===== src/rtl/imm_enc_if.sv =====
// imm_enc_if: request/result stream bundle between the instruction generator and imm_encoder.
interface imm_enc_if #(parameter int ERR_CNT_W = 8);
  logic                 in_valid;
  logic                 in_ready;
  logic [2:0]           in_fmt;
  logic [31:0]          in_imm;
  logic [31:0]          in_base;
  logic                 out_valid;
  logic                 out_ready;
  logic [31:0]          out_instr;
  logic                 out_err;
  logic [ERR_CNT_W-1:0] err_count;
  modport master (
    output in_valid, in_fmt, in_imm, in_base, out_ready,
    input  in_ready, out_valid, out_instr, out_err, err_count
  );
  modport slave (
    input  in_valid, in_fmt, in_imm, in_base, out_ready,
    output in_ready, out_valid, out_instr, out_err, err_count
  );
endinterface


===== src/rtl/imm_encoder.sv =====
// imm_encoder: two-stage RISC-V I/S/B/U/J immediate packer with error counting.
// Define IMM_ENC_RANGE_CHECK_EN to enforce immediate range/alignment rules.
module imm_encoder #(
  parameter int ERR_CNT_W = 8
) (
  input logic     clk,
  input logic     rst_n,
  imm_enc_if.slave bus
);
  logic                 r_s1_valid, r_s1_err;
  logic [2:0]           r_s1_fmt;
  logic [31:0]          r_s1_imm, r_s1_base;
  logic                 r_s2_valid, r_s2_err;
  logic [31:0]          r_s2_instr;
  logic [ERR_CNT_W-1:0] r_err_cnt;
  logic                 w_s2_load, w_in_ready, w_err;
  logic [31:0]          w_mask, w_field, w_packed;
  assign w_s2_load  = !r_s2_valid || bus.out_ready;
  assign w_in_ready = !r_s1_valid || w_s2_load;
`ifdef IMM_ENC_RANGE_CHECK_EN
  logic signed [31:0] w_simm;
  logic               w_range_bad;
  assign w_simm = bus.in_imm;
  assign w_range_bad =
    (bus.in_fmt <= 3'd1) ? (w_simm < -2048 || w_simm > 2047) :
    (bus.in_fmt == 3'd2) ? (w_simm < -4096 || w_simm > 4094 || w_simm[0]) :
    (bus.in_fmt == 3'd3) ? (|w_simm[11:0]) :
    (bus.in_fmt == 3'd4) ? (w_simm < -1048576 || w_simm > 1048574 || w_simm[0]) :
    1'b0;
  assign w_err = bus.in_fmt > 3'd4 || w_range_bad;
`else
  assign w_err = bus.in_fmt > 3'd4;
`endif
  // Illegal formats get an empty mask so the base word passes through untouched.
  assign w_mask =
    (r_s1_fmt == 3'd0)                      ? 32'hFFF0_0000 :
    (r_s1_fmt == 3'd1 || r_s1_fmt == 3'd2) ? 32'hFE00_0F80 :
    (r_s1_fmt == 3'd3 || r_s1_fmt == 3'd4) ? 32'hFFFF_F000 :
    32'h0000_0000;
  assign w_field =
    (r_s1_fmt == 3'd0) ? {r_s1_imm[11:0], 20'd0} :
    (r_s1_fmt == 3'd1) ? {r_s1_imm[11:5], 13'd0, r_s1_imm[4:0], 7'd0} :
    (r_s1_fmt == 3'd2) ? {r_s1_imm[12], r_s1_imm[10:5], 13'd0, r_s1_imm[4:1], r_s1_imm[11], 7'd0} :
    (r_s1_fmt == 3'd3) ? {r_s1_imm[31:12], 12'd0} :
    {r_s1_imm[20], r_s1_imm[10:1], r_s1_imm[11], r_s1_imm[19:12], 12'd0};
  assign w_packed = (r_s1_base & ~w_mask) | (r_s1_err ? 32'd0 : w_field);
  always_ff @(posedge clk or negedge rst_n) begin
    if (!rst_n) begin
      r_s1_valid <= 1'b0;
      r_s1_err   <= 1'b0;
      r_s1_fmt   <= 3'd0;
      r_s1_imm   <= 32'd0;
      r_s1_base  <= 32'd0;
      r_s2_valid <= 1'b0;
      r_s2_err   <= 1'b0;
      r_s2_instr <= 32'd0;
      r_err_cnt  <= '0;
    end else begin
      if (w_in_ready) begin
        r_s1_valid <= bus.in_valid;
        if (bus.in_valid) begin
          r_s1_err  <= w_err;
          r_s1_fmt  <= bus.in_fmt;
          r_s1_imm  <= bus.in_imm;
          r_s1_base <= bus.in_base;
        end
      end
      if (w_s2_load) begin
        r_s2_valid <= r_s1_valid;
        if (r_s1_valid) begin
          r_s2_instr <= w_packed;
          r_s2_err   <= r_s1_err;
        end
      end
      if (r_s2_valid && bus.out_ready && r_s2_err && !(&r_err_cnt))
        r_err_cnt <= r_err_cnt + ERR_CNT_W'(1);
    end
  end
  assign bus.in_ready  = w_in_ready;
  assign bus.out_valid = r_s2_valid;
  assign bus.out_instr = r_s2_instr;
  assign bus.out_err   = r_s2_err;
  assign bus.err_count = r_err_cnt;
endmodule


===== src/flat_wrapper.sv =====
// flat-port wrapper written by rule: the top's interface ports become plain ports
module imm_encoder_flat 
#(
  parameter int ERR_CNT_W = 8
)
  (clk, rst_n, bus_in_valid, bus_in_fmt, bus_in_imm, bus_in_base, bus_out_ready, bus_in_ready, bus_out_valid, bus_out_instr, bus_out_err, bus_err_count);
  imm_enc_if #(.ERR_CNT_W(ERR_CNT_W)) bus_i ();
  input logic clk;
  input logic rst_n;
  input wire logic [$bits(bus_i.in_valid)-1:0] bus_in_valid;
  input wire logic [$bits(bus_i.in_fmt)-1:0] bus_in_fmt;
  input wire logic [$bits(bus_i.in_imm)-1:0] bus_in_imm;
  input wire logic [$bits(bus_i.in_base)-1:0] bus_in_base;
  input wire logic [$bits(bus_i.out_ready)-1:0] bus_out_ready;
  output wire logic [$bits(bus_i.in_ready)-1:0] bus_in_ready;
  output wire logic [$bits(bus_i.out_valid)-1:0] bus_out_valid;
  output wire logic [$bits(bus_i.out_instr)-1:0] bus_out_instr;
  output wire logic [$bits(bus_i.out_err)-1:0] bus_out_err;
  output wire logic [$bits(bus_i.err_count)-1:0] bus_err_count;
  assign bus_i.in_valid = bus_in_valid;
  assign bus_i.in_fmt = bus_in_fmt;
  assign bus_i.in_imm = bus_in_imm;
  assign bus_i.in_base = bus_in_base;
  assign bus_i.out_ready = bus_out_ready;
  assign bus_in_ready = bus_i.in_ready;
  assign bus_out_valid = bus_i.out_valid;
  assign bus_out_instr = bus_i.out_instr;
  assign bus_out_err = bus_i.out_err;
  assign bus_err_count = bus_i.err_count;
  imm_encoder #(.ERR_CNT_W(ERR_CNT_W)) u_core (.clk(clk), .rst_n(rst_n), .bus(bus_i));
endmodule

===== config.mk =====
export PLATFORM = sky130hd
export DESIGN_NAME = imm_encoder_flat
export DESIGN_NICKNAME = d
export VERILOG_FILES = /design/src/rtl/imm_enc_if.sv /design/src/rtl/imm_encoder.sv /design/src/flat_wrapper.sv
export SDC_FILE = /design/constraint.sdc
export NUM_CORES = 1
export LEC_CHECK = 0
export CAP_MARGIN = 25
export CELL_PAD_IN_SITES_DETAIL_PLACEMENT = 0
export CELL_PAD_IN_SITES_GLOBAL_PLACEMENT = 2
export CORE_MARGIN = 10
export CORE_UTILIZATION = 35
export DETAILED_ROUTE_END_ITERATION = 6
export GPL_TIMING_DRIVEN = 0
export PLACE_DENSITY_LB_ADDON = 0.1
export SLEW_MARGIN = 20
export SYNTH_ARGS = -nofsm -noshare
export SYNTH_HDL_FRONTEND = slang
export SYNTH_SLANG_ARGS = --single-unit

===== constraint.sdc =====
create_clock -name clk -period 3.28 [get_ports clk]
set_input_delay 0.492 -clock clk [delete_from_list [all_inputs] [get_ports clk]]
set_output_delay 0.492 -clock clk [all_outputs]
set_load 0.01 [all_outputs]

==> results of run 1 <==
[cells in the final DEF (no fill, tap or decap), types with 5 or more instances in the layout]
| cell type | n |
|---|---|
| a22oi_1 | 12 |
| a2bb2oi_1 | 10 |
| buf_2 | 10 |
| clkbuf_1 | 5 |
| clkbuf_16 | 9 |
| clkdlybuf4s50_1 | 112 |
| dfrtp_1 | 111 |
| mux2_1 | 76 |
| mux2i_1 | 11 |
| nand2_1 | 29 |
| o21ai_1 | 26 |
| xnor2_1 | 7 |
[worst paths after layout]
check                                         from                        to  slack (ps)  depth (start not counted)
max                                  bus_out_ready              bus_in_ready        1050                          3
min                                          rst_n        u_core.r_s1_imm[0]          90                          1
max reg2reg                u_core.bus.err_count[0]   u_core.bus.err_count[1]        1540                          4
min reg2reg                u_core.bus.out_instr[7]   u_core.bus.out_instr[7]         490                          2
max in group asynchronous                    rst_n  u_core.bus.out_instr[16]        2530                          2
min in group clk           u_core.bus.out_instr[7]   u_core.bus.out_instr[7]         490                          2
[per-layer routing]
| layer | up-vias | part of all wire | global-route usage |
|---|---|---|---|
| li1 | 1496 | - | - |
| met1 | 1588 | 0.43 | 0.171 |
| met2 | 75 | 0.47 | 0.227 |
| met3 | 5 | 0.086 | 0.0697 |
| met4 | 0 | 0.0067 | 0.0305 |
| met5 | - | 0 | 0 |
[critical path: cells and delay by family]
family                 cells  cell delay (ps)
buffers and inverters      2             1080
AND/OR/NAND/NOR            1              160
[kinds of logic after synthesis]
family,synth area share
multiplexers,0.206
XOR/XNOR,0.0150
AND/OR/NAND/NOR,0.0692
buffers and inverters,0.0259
adder cells (fa/ha/maj),0.00267
flip-flops,0.593
AO/OA/AOI/OAI,0.0877
[state kept, by name (all words and copies together) (netlist names)]
| register | flops |
|---|---|
| u_core.bus.out_instr | 32 |
| u_core.r_s1_base | 32 |
| u_core.r_s1_imm | 32 |
| u_core.bus.err_count | 8 |
| u_core.r_s1_fmt | 3 |
| u_core.bus.out_err | 1 |
| u_core.bus.out_valid | 1 |
| u_core.r_s1_err | 1 |
| u_core.r_s1_valid | 1 |
[metrics by stage]
step	std cells	instance area, um^2	power (mW)
2_1_floorplan	348	4680	2.31
3_3_place_gp	637	6030	2.88
3_5_place_dp	638	6060	2.91
4_1_cts	654	6340	3.97
5_1_grt	654	6340	4.14
6_report	655	6340	3.90
[area by class of cell]
cell class                      instances  area share
Antenna cell                            1    0.000395
Buffer                                 19      0.0180
Clock buffer                           13      0.0410
Clock inverter                          3     0.00276
Inverter                                2     0.00118
Multi-Input combinational cell        216       0.281
Sequential cell                       111       0.438
Tap cell                              176      0.0347
Timing Repair Buffer                  114       0.183
[power by group]
part | total, mW | leakage (nW) | internal, mW | switching (mW)
sequential | 1.81 | 1.32 | 1.63 | 0.176
combinational | 1.04 | 1.19 | 0.584 | 0.461
clock | 1.04 | 0.136 | 0.556 | 0.489
total | 3.90 | 2.65 | 2.77 | 1.13
==> flow_summary.json, run 1 <==
{
  "cp.required_ps": 2790,
  "setup_viol": 0,
  "cap_violations": 0,
  "holdWs_ps": 90.1,
  "synth_fp_nets": 420,
  "cts_sinks": 111,
  "gp_congestion": 0.734,
  "grt.total_usage": 0.143,
  "postCtsHoldBufs": 0,
  "multi_input_area_um2": 1780,
  "slew_violations": 0,
  "ant_nets": 0,
  "path_common_cell": "clkdlybuf4s50_1",
  "cts_max_level": 3,
  "synth_commonest_cells": "dfrtp_1, mux2_1, nand2_1, o21ai_1, a22oi_1",
  "pre_cts_ws_ps": 1050,
  "num-nets-final": 545,
  "vias": 3164,
  "crit_slowest_cell": "clkdlybuf4s50_1",
  "vias_per_cell": 4.83,
  "grt_max_degree": 60,
  "period_share": 0.678,
  "area_delta_synth_final_pct": 35.5,
  "drc": 0,
  "cts_buffers": 9,
  "finalSetupTns_ps": 0,
  "num_rows": 42,
  "antenna_found_initial": 1,
  "worst_path_largest_cell_delay_ps": 580,
  "avgRoutedWirePerCell_um": 19.2,
  "drt_pass1_iterations": 6,
  "ios": 114,
  "cts_root_buffer": "clkbuf_16",
  "crit_path_start_kind": "input pin",
  "power_density_nw_per_um2": 615,
  "synth_area_leader_cell": "dfrtp_1",
  "start_util": 0.355,
  "portBuffers": 113,
  "tightest_slew_ps": 617,
  "synth.most_common_cell": "dfrtp_1",
  "p_leak_nw": 2.65,
  "synth-seq-cells": 111,
  "die_h_um": 136,
  "regArea_um2": 2780,
  "seq_area_frac_synth": 0.593,
  "clk_latency_ps": 350,
  "ctsResizeCount": 0,
  "drive_gt1_frac": 0.0879,
  "clkTransAtPathRegs_ps": 70,
  "ys_top_cells_by_area": "dfrtp_1, mux2_1, o21ai_1",
  "status": "completed",
  "overflow": 0,
  "synth_edf_count": 0,
  "finClkSkew_ps": 6.85,
  "cts_setup_buffers": 0,
  "max-slew-margin-rel": 0.588,
  "path_class": "input pin to output port",
  "cp_cell_sequence": "clkdlybuf4s50_1, nand3b_2, clkdlybuf4s50_1",
  "synth_area_um2": 4680,
  "yosysWarnings": 0,
  "hold_viol_final": 0,
  "fin_util": 0.481,
  "first_iter_violations": 197,
  "ys_async_sr_fraction": 1.00,
  "peakVddDrop_mv": 0.352,
  "synth_cells": 348,
  "fp.coreArea_um2": 13200,
  "cts_tree": "yes",
  "dieArea_um2": 18400,
  "fmax_mhz": 449,
  "dpl.hpwl_mm": 9.21,
  "end_kind": "output port",
  "wirelength_mm": 12.6,
  "crit_fanout": 3,
  "clock_path_buffers": 2,
  "fin_crit_ps": 2230,
  "synth.distinct_cells": 40,
  "fillers": 1220,
  "cp.arrival_ps": 1730,
  "dominantRegCellSynth": "dfrtp_1",
  "grt_setup_unrepaired": "no",
  "grt_pass1_vias": 3607,
  "die_w_um": 136,
  "hold_class": "input pin to asynchronous set/reset pin",
  "timing.final.ws_setup_ps": 1050,
  "grt_pass1_wl_mm": 20.1,
  "syn_avg_cell_area_um2": 13.5,
  "synth_top_area_share": 0.593
}
(Power assumes the default switching activity.)
==> inputs of run 2 (changes only) <==
- CORE_UTILIZATION: 35 -> 30
- clock period: 3.28 -> 2 ns (I/O delays scaled with it)
==> run 2 against run 1 <==
Effect of this change: combinational power increased by 64%; first-iteration DRC count decreased by 36%; sequential power increased by 64%; count of clock-buffer cells in the layout decreased by 2; non-clock buffer count increased by 1; register-to-register slack got worse by 1300 ps; sequential share of layout area decreased by 0.76 points; clock power increased by 95%; worst hold slack improved by 360 ps; flip-flop and latch count unchanged; highest routed layer unchanged.
==> flow_summary.json, run 2 (synthesis results as in run 1) <==
{
  "status": "completed",
  "cts_buffers": 9,
  "end_kind": "output port",
  "power_switching_share": 0.281,
  "dieArea_um2": 21000,
  "avgRoutedWirePerCell_um": 18.4,
  "cts_tree": "yes",
  "grt_pass1_vias": 3445,
  "clkTransAtPathRegs_ps": 70,
  "path_common_cell": "clkdlybuf4s50_1",
  "reg2reg_to": "u_core.bus.err_count[1]",
  "p_int_mw": 4.82,
  "p_leak_nw": 2.68,
  "cts_setup_buffers": 0,
  "cts_max_level": 3,
  "fin_area_um2": 6450,
  "fp.coreArea_um2": 15300,
  "clkPwrFrac": 0.303,
  "grt_pass1_wl_mm": 20.3,
  "drc": 0,
  "crit_slowest_cell": "clkdlybuf4s50_1",
  "finClkSkew_ps": 9.17,
  "path_class": "input pin to output port",
  "ctsResizeCount": 0,
  "setup_viol": 0,
  "clk_latency_ps": 350,
  "gp_congestion": 0.733,
  "max-slew-margin-rel": 0.626,
  "num_rows": 45,
  "timing.rr.start": "u_core.bus.err_count[0]",
  "vias": 3104,
  "num-nets-final": 546,
  "holdWs_ps": 454,
  "grt.total_usage": 0.123,
  "fin_crit_ps": 1790,
  "final_common_cell": "clkdlybuf4s50_1",
  "slew_violations": 0,
  "worst_path_largest_cell_delay_ps": 550,
  "power_switching_mw": 1.89,
  "layout_common_cells": "clkdlybuf4s50_1, dfrtp_1, mux2_1",
  "grt_max_degree": 67,
  "ant_nets": 0,
  "cts_root_buffer": "clkbuf_16",
  "drive_gt1_frac": 0.0919,
  "period_share": 0.893,
  "crit_end": "bus_in_ready",
  "num_antenna_cells": 0,
  "first_iter_violations": 126,
  "die_w_um": 145,
  "crit_start": "bus_out_ready",
  "crit_path_start_kind": "input pin",
  "place_area_um2": 6110,
  "rrSetupSlack_ps": 270,
  "die_h_um": 145,
  "wirelength_mm": 12.7,
  "cp_cell_sequence": "clkdlybuf4s50_1, nand3b_2, clkdlybuf4s50_1",
  "portBuffers": 113,
  "crit_fanout": 3,
  "clock_path_buffers": 2,
  "hold_class": "input pin to asynchronous set/reset pin",
  "overflow": 0,
  "start_util": 0.307,
  "grt_setup_unrepaired": "no",
  "tightest_slew_ps": 561,
  "fmax_mhz": 560,
  "dpl.hpwl_mm": 9.18,
  "cp.required_ps": 1700,
  "antenna_found_initial": 0,
  "drt_pass1_iterations": 4,
  "postCtsHoldBufs": 1,
  "cp.arrival_ps": 1490,
  "ios": 114,
  "fillers": 1475,
  "share_comb_of_total_power": 0.255,
  "p_seq_frac": 0.442,
  "hold_viol_final": 0,
  "r2r_cells": 4,
  "area_delta_synth_final_pct": 37.9,
  "vias_per_cell": 4.50,
  "peakVddDrop_mv": 0.423,
  "power_density_nw_per_um2": 1040,
  "cap_violations": 0,
  "cts_sinks": 111
}
-- run 2: routing by layer --
metal	routed length, um	vias to the layer above	track usage
met5	0	-	0
met4	111	0	0.0291
met3	566	8	0.0407
met2	6130	66	0.199
met1	5870	1533	0.154
li1	-	1497	-
-- run 2: through the flow --
stage               power, mW  setup TNS [ps]   util  setup WS (ps)  std cells
floorplan                3.80               0      -            392        348
global placement         4.74         -440060  0.398          -3970        672
detailed placement       4.77               0  0.400           10.6        673
CTS                      6.85               0  0.423            181        690
global route             7.10               0  0.423            138        690
finish                   6.70               0  0.423            214        690
-- run 2: worst min path at each step --
| stage | to | slack (ps) | start |
|---|---|---|---|
| floorplan | u_core.bus.err_count[0] | 4 | rst_n |
| global placement | u_core.bus.out_instr[6] | 460 | u_core.r_s1_base[6] |
| detailed placement | u_core.r_s1_base[4] | 270 | rst_n |
| CTS | u_core.bus.out_instr[7] | 460 | rst_n |
| global route | u_core.r_s1_base[4] | 490 | rst_n |
| finish | u_core.r_s1_base[4] | 450 | rst_n |
-- run 2: power by group through the flow --
stage               Sequential [mW]  Clock (mW)  Combinational (mW)
floorplan                      3.05           0               0.741
global placement               3.00           0                1.74
detailed placement             3.01           0                1.76
CTS                            2.97        2.11                1.76
global route                   3.03        2.18                1.88
finish                         2.96        2.03                1.71
-- run 2: final cells by class --
class	instances	area, um^2	share of cell area
Timing Repair Buffer	115	1170	0.181
Clock buffer	11	253	0.0392
Buffer	19	114	0.0176
Sequential cell	111	2780	0.430
Multi-Input combinational cell	216	1780	0.276
Clock inverter	5	86.3	0.0134
Tap cell	211	264	0.0409
Inverter	2	7.51	0.00116
-- run 2: worst max-delay path: cells and delay by family --
family	cells	cell delay, ps
buffers and inverters	2	1030
AND/OR/NAND/NOR	1	150
